==> config.mk <==
export PLATFORM = sky130hd
export DESIGN_NAME = fc_layer_ctrl
export DESIGN_NICKNAME = d
export VERILOG_FILES = /design/src/rtl/fc_layer_ctrl.sv
export SDC_FILE = /design/constraint.sdc
export NUM_CORES = 1
export LEC_CHECK = 0
export CORE_MARGIN = 3
export CORE_UTILIZATION = 48
export DETAILED_ROUTE_END_ITERATION = 6
export PLACE_DENSITY_LB_ADDON = 0.15
export SLEW_MARGIN = 10
export SYNTH_ARGS = -nofsm -noshare
export SYNTH_HDL_FRONTEND = slang
export SYNTH_SLANG_ARGS = --single-unit
==> constraint.sdc <==
create_clock -name clk -period 3.1 [get_ports clk]
set_input_delay 0.62 -clock clk [delete_from_list [all_inputs] [get_ports clk]]
set_output_delay 0.62 -clock clk [all_outputs]
set_load 0.03 [all_outputs]
==> src/rtl/fc_layer_ctrl.sv <==
// Fully-connected layer controller: loads FOLD weight/threshold words, then sweeps folds per activation.
// Latency: activation accepted at T gives res_valid first at T+1+FOLD+PIPE_LAT; load beats are written the same cycle.
// Backpressure: ld_ready only in LOAD, act_ready only when idle and loaded, res_valid held until res_ready.
//
// Optional feature macro: FC_LAYER_CTRL_PERF_CNT_EN adds saturating perf_infer_cnt / perf_stall_cnt outputs.
//
// Ports:
//   clk, reset                      single clock, synchronous active-high reset
//   load_start                      pulse in IDLE that begins a full weight/threshold load
//   ld_valid / ld_ready             one weight+threshold word per handshake beat
//   stream_w_en/_addr,
//   stream_th_en/_addr              datapath write strobes and addresses (load counter)
//   act_valid / act_ready           activation vector handshake
//   stream_act_en                   activation capture strobe, same cycle as the accept
//   fold_addr                       datapath fold read address
//   res_valid / res_ready           completed output vector handshake
//   busy, loaded, err_not_loaded    status: not idle, weights present, rejected activation
module fc_layer_ctrl #(
    parameter int FOLD     = 64,
    parameter int FOLD_LOG = (FOLD == 1) ? 1 : $clog2(FOLD),
    parameter int PIPE_LAT = 2
) (
    input  logic                clk,
    input  logic                reset,
    input  logic                load_start,
    input  logic                ld_valid,
    output logic                ld_ready,
    output logic                stream_w_en,
    output logic                stream_th_en,
    output logic [FOLD_LOG-1:0] stream_w_addr,
    output logic [FOLD_LOG-1:0] stream_th_addr,
    input  logic                act_valid,
    output logic                act_ready,
    output logic                stream_act_en,
    output logic [FOLD_LOG-1:0] fold_addr,
    output logic                res_valid,
    input  logic                res_ready,
    output logic                busy,
    output logic                loaded,
    output logic                err_not_loaded
`ifdef FC_LAYER_CTRL_PERF_CNT_EN
    ,
    output logic [31:0]         perf_infer_cnt,
    output logic [31:0]         perf_stall_cnt
`endif
);

    // Wait counter only needs to reach PIPE_LAT-1; keep at least one bit.
    localparam int WAIT_W = (PIPE_LAT <= 1) ? 1 : $clog2(PIPE_LAT);

    localparam logic [FOLD_LOG-1:0] LAST_FOLD = FOLD_LOG'(FOLD - 1);
    localparam logic [WAIT_W-1:0]   LAST_WAIT = (PIPE_LAT == 0) ? '0 : WAIT_W'(PIPE_LAT - 1);

    typedef enum logic [2:0] {
        S_IDLE  = 3'd0,
        S_LOAD  = 3'd1,
        S_SWEEP = 3'd2,
        S_WAIT  = 3'd3,
        S_HOLD  = 3'd4
    } state_t;

    state_t state, state_nxt;

    logic [FOLD_LOG-1:0] ld_cnt;
    logic [FOLD_LOG-1:0] fold_cnt;
    logic [WAIT_W-1:0]   wait_cnt;
    logic                loaded_q;

    // Handshake qualifiers shared by next-state, output and counter logic.
    logic ld_beat;
    logic ld_last;
    logic act_accept;
    logic fold_last;
    logic wait_last;
    logic res_done;

    assign ld_beat    = (state == S_LOAD) && ld_valid;
    assign ld_last    = ld_beat && (ld_cnt == LAST_FOLD);
    // load_start wins over act_valid, so an activation is never accepted in the cycle a load begins.
    assign act_accept = (state == S_IDLE) && loaded_q && !load_start && act_valid;
    assign fold_last  = (state == S_SWEEP) && (fold_cnt == LAST_FOLD);
    assign wait_last  = (state == S_WAIT) && (wait_cnt == LAST_WAIT);
    assign res_done   = (state == S_HOLD) && res_ready;

    // ------------------------------------------------------------------
    // State register
    // ------------------------------------------------------------------
    always_ff @(posedge clk) begin
        if (reset) begin
            state <= S_IDLE;
        end else begin
            state <= state_nxt;
        end
    end

    // ------------------------------------------------------------------
    // Next-state logic
    // ------------------------------------------------------------------
    always_comb begin
        state_nxt = state;
        case (state)
            S_IDLE: begin
                if (load_start) begin
                    state_nxt = S_LOAD;
                end else if (act_accept) begin
                    state_nxt = S_SWEEP;
                end
            end
            S_LOAD: begin
                if (ld_last) begin
                    state_nxt = S_IDLE;
                end
            end
            S_SWEEP: begin
                // With no pipeline latency the result is ready right after the last fold.
                if (fold_last) begin
                    state_nxt = (PIPE_LAT == 0) ? S_HOLD : S_WAIT;
                end
            end
            S_WAIT: begin
                if (wait_last) begin
                    state_nxt = S_HOLD;
                end
            end
            S_HOLD: begin
                if (res_ready) begin
                    state_nxt = S_IDLE;
                end
            end
            default: state_nxt = S_IDLE;
        endcase
    end

    // ------------------------------------------------------------------
    // Output logic
    // ------------------------------------------------------------------
    always_comb begin
        ld_ready       = 1'b0;
        stream_w_en    = 1'b0;
        stream_th_en   = 1'b0;
        act_ready      = 1'b0;
        stream_act_en  = 1'b0;
        fold_addr      = '0;
        res_valid      = 1'b0;
        err_not_loaded = 1'b0;
        case (state)
            S_IDLE: begin
                act_ready      = loaded_q && !load_start;
                stream_act_en  = act_accept;
                err_not_loaded = act_valid && !loaded_q && !load_start;
            end
            S_LOAD: begin
                ld_ready     = 1'b1;
                stream_w_en  = ld_valid;
                stream_th_en = ld_valid;
            end
            S_SWEEP: begin
                fold_addr = fold_cnt;
            end
            S_WAIT: begin
                // Keep the last fold address stable while the datapath drains.
                fold_addr = LAST_FOLD;
            end
            S_HOLD: begin
                fold_addr = LAST_FOLD;
                res_valid = 1'b1;
            end
            default: begin
                fold_addr = '0;
            end
        endcase
    end

    // Weights and thresholds are written to the same slot on every beat.
    assign stream_w_addr  = ld_cnt;
    assign stream_th_addr = ld_cnt;
    assign busy           = (state != S_IDLE);
    assign loaded         = loaded_q;

    // ------------------------------------------------------------------
    // Counters and load status
    // ------------------------------------------------------------------
    // Every counter clears on its final value instead of wrapping, so none ever exceeds its limit.
    always_ff @(posedge clk) begin
        if (reset) begin
            ld_cnt <= '0;
        end else if ((state == S_IDLE) && load_start) begin
            ld_cnt <= '0;
        end else if (ld_beat) begin
            ld_cnt <= ld_last ? '0 : ld_cnt + 1'b1;
        end
    end

    always_ff @(posedge clk) begin
        if (reset) begin
            fold_cnt <= '0;
        end else if (state == S_SWEEP) begin
            fold_cnt <= fold_last ? '0 : fold_cnt + 1'b1;
        end else begin
            fold_cnt <= '0;
        end
    end

    always_ff @(posedge clk) begin
        if (reset) begin
            wait_cnt <= '0;
        end else if (state == S_WAIT) begin
            wait_cnt <= wait_last ? '0 : wait_cnt + 1'b1;
        end else begin
            wait_cnt <= '0;
        end
    end

    // A reset or a new load invalidates the stored weights until the final beat lands.
    always_ff @(posedge clk) begin
        if (reset) begin
            loaded_q <= 1'b0;
        end else if ((state == S_IDLE) && load_start) begin
            loaded_q <= 1'b0;
        end else if (ld_last) begin
            loaded_q <= 1'b1;
        end
    end

`ifdef FC_LAYER_CTRL_PERF_CNT_EN
    // ------------------------------------------------------------------
    // Saturating performance counters
    // ------------------------------------------------------------------
    always_ff @(posedge clk) begin
        if (reset) begin
            perf_infer_cnt <= '0;
        end else if (res_done && (perf_infer_cnt != '1)) begin
            perf_infer_cnt <= perf_infer_cnt + 32'd1;
        end
    end

    always_ff @(posedge clk) begin
        if (reset) begin
            perf_stall_cnt <= '0;
        end else if ((state == S_HOLD) && !res_ready && (perf_stall_cnt != '1)) begin
            perf_stall_cnt <= perf_stall_cnt + 32'd1;
        end
    end
`endif

endmodule

# Yosys cells after proc, flatten, opt, wreduce, memory -nomap -nowiden
# Cells that the tools add are included.
# word_totals
mem_bits_ro,0
latchBits,0
in_bits,6
mem_bits_rw,0
memories,0
ff_bits,17
# op_classes
n_lt_le_gt_ge,0
n_addsub,3
n_div,0
multipliers,0
bitwise_logic,2
n_eq_ne,11
n_mux,15
n_shift,0
n_reduce_logical,20
# ops
op,n
two-way mux 3 bit,6
one-hot mux 3 bit (5 select lines),1
adder 6 x 1 -> 6 bit (second input constant),2
== test 6 bit (second input constant),2
one-hot mux 6 bit (2 select lines),1
logical AND 1 bit,11
inequality test 2 bit (second input constant),4
== test 3 x 2 -> 1 bit (second input constant),2
two-way mux 1 bit,6
two-way mux 6 bit,1
OR reduction 3 bit,2
AND reduction 5 bit,1
OR reduction 2 bit,2
== test 3 x 1 -> 1 bit (second input constant),1
== test 3 bit (second input constant),1
zero test 3 bit,1
inequality test 3 bit (second input constant),1
nonzero test 3 bit,1
zero test 1 bit,2
NOT 1 bit,2
adder 1 bit (second input constant),1

# Depth between registers and ports, before layout
# Gate-level depths: netlist (run 1).
# logic_depth
ltp_word,7
ltp_mapped,6

# Least setup slack after synthesis (run 1)
# Ideal clock, no wire load.
# synth_timing
path_kind,input to output
startpoint,in ld_valid
endpoint,out stream_w_en
t_arrival_ps,1504
path_stages,3
slack_ps,976
path_cell_list,and4bb_2 -> clkbuf_1 -> buf_4
# synth_between
elab_chain_cells,1
# synth_rtl
item,line,text
start: declaration,26,"input logic ld_valid,"
two-way mux 1 bit,n/a,
end: declaration,28,"output logic stream_w_en,"
# No other way between the ends.

# Worst setup path in the final report (run 1)
# layout_timing
startpoint,in load_start
endpoint,out stream_act_en
# layout_between
elab_chain_cells,4
# layout_rtl
item,line,text
start: declaration,25,"input logic load_start,"
zero test 1 bit,80,assign act_accept = (state == S_IDLE) && loaded_q && !load_start && act_valid;
logical AND 1 bit (2 in a row),80,
two-way mux 1 bit,146,case (state)
end: declaration,34,"output logic stream_act_en,"
# No other way between the ends.

==> results of run 1 <==
==> synth_stat cells (all sizes together), types with 3 or more instances <==
master,n
inv,5
and3,4
nor2,23
buf,11
dfxtp,17
nand4,3
xnor2,3
o21ai,8
nand2,7
a211oi,3
xor2,6
==> per-layer routing <==
layer,routed length (um),track usage (%)
met1,939,21.42
met2,1029,31.59
met3,117,6.017
met4,12,4.367
met5,0,0
==> flip-flops by register name (all words and copies together), names as in the netlist <==
signal          cells
fold_cnt            6
stream_th_addr      6
state               3
loaded              1
wait_cnt            1
==> through the flow <==
step                      hold slack, ns  cell area (um^2)  utilization, %  setup WS (ns)  instances
final                             0.4763              1295           69.70         0.2231        168
after global routing              0.5170              1295           69.70         0.1018        168
after CTS                         0.4855              1295           69.70         0.2208        168
after detailed placement          0.4597              1267           68.22         0.2362        164
after global placement            0.4529              1267           68.22         0.3003        164
after floorplan                   0.4387              1010               -         0.9756        119
==> power groups by stage <==
stage	combinational [W]	clock (W)	sequential, W
floorplan	0.000334	0	0.000259
detailed placement	0.000407	0	0.000299
global route	0.000445	0.000130	0.000301
finish	0.000406	0.000116	0.000294
CTS	0.000409	0.000120	0.000294
global placement	0.000398	0	0.000296
==> cell type report <==
class | instances | area (um^2)
Tap cell | 25 | 31.28
Clock inverter | 1 | 5.005
Inverter | 5 | 18.77
Clock buffer | 3 | 22.52
Timing Repair Buffer | 33 | 327.8
Multi-Input combinational cell | 84 | 549.3
Fill cell | 155 | 563.0
Sequential cell | 17 | 340.3
==> path summary, 6_finish.rpt <==
kind | from | end | slack (ns) | cells past startpoint
setup / recovery | load_start | stream_act_en | 0.22 | 4
hold / removal | fold_cnt[0] | fold_cnt[0] | 0.48 | 1
setup reg to reg | state[0] | stream_th_addr[0] | 1.20 | 4
hold reg to reg | fold_cnt[0] | fold_cnt[0] | 0.48 | 1
==> logic make-up (layout without fill, tap and decap cells) <==
| logic type | Yosys count | count (layout) | synth area share [%] |
|---|---|---|---|
| flops | 17 | 17 | 33.71 |
| fa+ha+maj | 2 | 2 | 2.478 |
| buf+inv | 18 | 42 | 11.90 |
| simple gates | 52 | 52 | 29.74 |
| xor+xnor | 9 | 9 | 7.807 |
| compound gates | 20 | 20 | 13.38 |
| mux | 1 | 1 | 0.9914 |
==> critical path, delay by kind of cell <==
family                 cells  cell delay, ns
buffers and inverters      2            1.14
and+or+nand+nor            2            0.49
==> summary.txt, run 1 <==
Status
  • Status: completed

Placement
  • Final GP Congestion: 0.8367
  • Post-DP HPWL: 1646 um
  • Buffers added on ports: 32

Drt
  • Via density: 5.179
  • Residual DRC count: 0
  • Final WL: 2099 um
  • Vias: 870
  • Post-route ant nets: 0
  • TritonRoute pass-1 iters: 4
  • Starting DRT DRC Count: 8
  • Routed len/inst: 12.49 um

Pwr
  • Pwr/cell area: between 600 and 700 nW/um^2
  • Switch share: 42.92%
  • Total power: 0.0008154 W
  • Logic gate share of total power: 49.8%
  • Internal power: 0.0004654 W
  • Clock network fraction of design power: 14.2%
  • P_leak: roughly 0.47 nW
  • Highest ir drop seen on vdd: 416.5 uV
  • Flop pwr share: between 30% and 40%
  • Psw: 0.0003500 W

Synth
  • Ys async rst share: 0%
  • Post-synth EDFFs: 0
  • Post-synth top flop: dfxtp_1
  • Largest cells by area after synthesis: dfxtp_1 34%, nor2_1 6.3%, buf_4 5.9%
  • Post-synthesis cell area: 1010 um^2
  • Seq/Total Area, Yosys: 33.71%
  • Synth Instances: 119
  • Synth unique cells: 39
  • Yosys reg bits: 17
  • Yosys warns: 0
  • Mapped Nets: 127
  • Avg Inst Size Synth: 8.485 um^2
  • Area leader, netlist: dfxtp_1
  • Top cell type's share of synthesized area: 33.71%

Worst setup path
  • WP data arrival: 2.26 ns
  • Critical path class: input port to output port
  • Critical path's slowest cell: clkdlybuf4s50_1
  • Crit-path cells: clkdlybuf4s50_1, nor4_2, and3_1, clkdlybuf4s50_1
  • CP peak stage delay: 0.66 ns
  • Worst path required time: 2.48 ns
  • Most used cell, CP: clkdlybuf4s50_1
  • Critical Path Start Type: input port
  • Max FO, Critical Path: 4
  • CP endpoint kind: output port

Floorplan
  • Die area: 2690 um^2
  • Die Wd: 51.87 um
  • Die Y: 51.87 um
  • Core Box Area: 1858 um^2
  • # IOs: 33
  • Site Rows: 15
  • Initial Util: 54.34%

Clock tree
  • Root Driver: clkbuf_4
  • CTS tree: yes
  • Reg clk slew, reported paths: around 0.10 ns
  • Resized Gates After CTS: 0
  • Clock sink total: 17
  • CTS buffer count: 3
  • Setup bufs post-CTS: 0
  • Worst skew pair latency: 0.29 ns
  • Clk buf depth: 2
  • H-tree levels: 1
  • CTS Hold Bufs: 0

GRT
  • GR Overflow Total: 0
  • First-pass GRT wire length: approximately 3700 um
  • Initial antenna violation count: 0
  • Largest net degree at the start of global routing: 19
  • Vias in the first global route: 854
  • GRT Resource Usage Total: 18.22%

Cells and area
  • Inserted Diodes: 0
  • Commonest non-fill, non-tap cells in the layout: 32 x clkdlybuf4s50_1, 17 x nor2_1, 17 x dfxtp_1
  • Fin nets: 152
  • Area growth syn-to-layout: 28.25%
  • Share of cells above drive strength 1: 13.99%
  • Commonest non-fill, non-tap cell in the layout: clkdlybuf4s50_1

Job
  • Max-cap check violation count: 0

Timing
  • RSZ-0062 raised after global routing: false
  • Setup-failing EPs final: 0
  • Setup tns final: 0 ns
  • Final Max Tran Viols: 0
  • Final Hold Fails: 0
  • Final Cycle Share: approximately 93%
  • Minimum clock period: 2.877 ns
  • Skew final: 0.002770 ns
  • Max transition margin: a little over 60%
  • Fmax: between 0.3 and 0.4 GHz
  • Slew @ Worst Pin: 0.5742 ns

Min path
  • Type of the tightest min-delay check: register to register
Note: power is estimated with default switching activity, not from simulation.
==> run 2, diff against run 1 <==
--- a/config.mk
+++ b/config.mk
@@ -8,7 +8,8 @@
 export CORE_MARGIN = 3
 export CORE_UTILIZATION = 48
 export DETAILED_ROUTE_END_ITERATION = 6
-export PLACE_DENSITY_LB_ADDON = 0.15
+export GPL_ROUTABILITY_DRIVEN = 1
+export PLACE_DENSITY = 0.83
 export SLEW_MARGIN = 10
 export SYNTH_ARGS = -nofsm -noshare
 export SYNTH_HDL_FRONTEND = slang
==> run 2 against run 1 <==
- critical endpoint unchanged
- design area is the same
- first-iteration DRC count grew 88%
- sequential share of layout area is the same
- worst setup slack gained 0.0076 ns
- non-clock buffer count is the same
- sequential power is essentially flat
==> summary.txt, run 2 (synthesized netlist as in run 1, its figures left out) <==
Cells and area
  • Share of cells above drive strength 1: 13.99% (unchanged)
  • Inserted Diodes: 0 (unchanged)
  • Area growth syn-to-layout: 28.25% (unchanged)
  • Commonest non-fill, non-tap cells in the layout: 32 x clkdlybuf4s50_1, 17 x nor2_1, 17 x dfxtp_1 (unchanged)
  • Commonest non-fill, non-tap cell in the layout: clkdlybuf4s50_1 (unchanged)
  • Fin nets: 152 (unchanged)
  • Design Area, Final: 1295 um^2 (unchanged)

Worst setup path
  • Critical path's slowest cell: clkdlybuf4s50_1 (unchanged)
  • Critical path's top delay family: buffers and inverters (unchanged)
  • CP peak stage delay: 0.66 ns (about the same)
  • Critical path class: input port to output port (unchanged)
  • Crit-path cells: clkdlybuf4s50_1, nor4_2, and3_1, clkdlybuf4s50_1 (unchanged)
  • Reg2reg path depth: 4 (unchanged)
  • WP buf/inv: 2 (unchanged)
  • CP endpoint kind: output port (unchanged)
  • Max FO, Critical Path: 4 (unchanged)
  • WP data arrival: 2.25 ns (was 2.26 ns)
  • Most used cell, CP: clkdlybuf4s50_1 (unchanged)
  • Worst path required time: 2.48 ns (about the same)
  • Critical Path Start Type: input port (unchanged)
  • Levels on crit path: 4 (unchanged)

Pwr
  • Pwr/cell area: 637.5 nW/um^2 (was 629.7 nW/um^2)
  • Total power: 0.0008256 W (was 0.0008154 W)
  • Highest ir drop seen on vdd: 337.7 uV (was 416.5 uV)
  • P_leak: 0.4670 nW (unchanged)

Drt
  • Residual DRC count: 0 (unchanged)
  • Starting DRT DRC Count: 15 (was 8)
  • Final WL: 2209 um (was 2099 um)
  • Met3 wire length: 118 um (was 117 um)
  • WL met1: 992 um (was 939 um)
  • Post-route ant nets: 0 (unchanged)
  • Routed len/inst: 13.15 um (was 12.49 um)
  • Met2 wire length: 1083 um (was 1029 um)
  • Via density: 5.304 (was 5.179)
  • Vias: 891 (was 870)
  • TritonRoute pass-1 iters: 4 (unchanged)
  • Max layer used: met4 (unchanged)

Timing
  • Hold WS: 0.4833 ns (was 0.4763 ns)
  • Fmax: 0.3485 GHz (was 0.3476 GHz)
  • Final Hold Fails: 0 (unchanged)
  • Final Cycle Share: 92.56% (was 92.80%)
  • RSZ-0062 raised after global routing: false (unchanged)
  • Final Max Tran Viols: 0 (unchanged)
  • Max transition margin: 61.80% (was 61.67%)
  • Slew @ Worst Pin: 0.5722 ns (was 0.5742 ns)
  • Setup-failing EPs final: 0 (unchanged)
  • Skew final: 0.003007 ns (was 0.002770 ns)
  • Setup tns final: 0 ns (unchanged)
  • Minimum clock period: 2.869 ns (was 2.877 ns)

Min path
  • Hold Crit Depth: 1 (unchanged)
  • Type of the tightest min-delay check: register to register (unchanged)

Clock tree
  • CTS buffer count: 3 (unchanged)
  • Worst skew pair latency: 0.29 ns (about the same)
  • CTS Hold Bufs: 0 (unchanged)
  • Reg clk slew, reported paths: 0.10 ns (about the same)
  • H-tree levels: 1 (unchanged)
  • Resized Gates After CTS: 0 (unchanged)
  • Clock sink total: 17 (unchanged)
  • Root Driver: clkbuf_4 (unchanged)
  • Clk buf depth: 2 (unchanged)
  • Setup bufs post-CTS: 0 (unchanged)
  • CTS tree: yes (unchanged)

Placement
  • Buffers added on ports: 32 (unchanged)
  • Post-DP HPWL: 1694 um (was 1646 um)
  • Final GP Congestion: 0.8183 (was 0.8367)
  • Placed cell areas: 1267 um^2 (unchanged)

GRT
  • Initial antenna violation count: 0 (unchanged)
  • Vias in the first global route: 824 (was 854)
  • Largest net degree at the start of global routing: 19 (unchanged)
  • GRT Resource Usage Total: 17.61% (was 18.22%)
  • First-pass GRT wire length: 3629 um (was 3712 um)
  • GR Overflow Total: 0 (unchanged)

Job
  • Max-cap check violation count: 0 (unchanged)

Floorplan
  • Site Rows: 15 (unchanged)
  • Die Y: 51.87 um (unchanged)
  • Initial Util: 54.34% (unchanged)
  • # IOs: 33 (unchanged)
  • Core Box Area: 1858 um^2 (unchanged)
  • Die area: 2690 um^2 (unchanged)
  • Die Wd: 51.87 um (unchanged)

Status
  • Status: completed (unchanged)
## run 2: cell counts in the layout (fill, tap and decap cells not counted)
No cell type changed its count.
## run 2: area by class of cell
| type | instances | area, um^2 |
|---|---|---|
| clock buffers | 3 | 22.52 |
| clock inverters | 1 | 5.005 |
| fillers | 150 | 563.0 |
| inverters | 5 | 18.77 |
| multi-input cells | 84 | 549.3 |
| flip-flops and latches | 17 | 340.3 |
| well taps | 25 | 31.28 |
| repair buffers | 33 | 327.8 |
## run 2: worst paths after layout
path / from / slack (ns) / to
max: load_start / 0.23 / stream_act_en
min: fold_cnt[0] / 0.48 / fold_cnt[0]
max reg2reg: state[0] / 1.15 / stream_th_addr[5]
min reg2reg: fold_cnt[0] / 0.48 / fold_cnt[0]
## run 2: routing by layer
metal	GRT usage [%]	vias to the layer above
li1	-	448
met1	21.91	418
met2	29.08	23
met3	4.298	2
met4	6.550	0
met5	0	-
## run 2: where the power goes
group | switching, W | internal [W]
registers | 0.0000555 | 0.000238
clock network | 0.0000724 | 0.0000479
logic | 0.000232 | 0.000180
## run 2: metrics by stage
stage	util, %	worst slack [ns]	cells
2_1_floorplan	-	0.9756	119
3_3_place_gp	68.22	0.3045	164
3_5_place_dp	68.22	0.2453	164
4_1_cts	69.70	0.2322	168
5_1_grt	69.70	0.1070	168
6_report	69.70	0.2307	168
==> run 3, diff against run 2 <==
--- a/config.mk
+++ b/config.mk
@@ -14,3 +14,4 @@
 export SYNTH_ARGS = -nofsm -noshare
 export SYNTH_HDL_FRONTEND = slang
 export SYNTH_SLANG_ARGS = --single-unit
+export TNS_END_PERCENT = 1
==> results of run 3 <==
Final layout, timing and power as in run 2 (identical DEF).
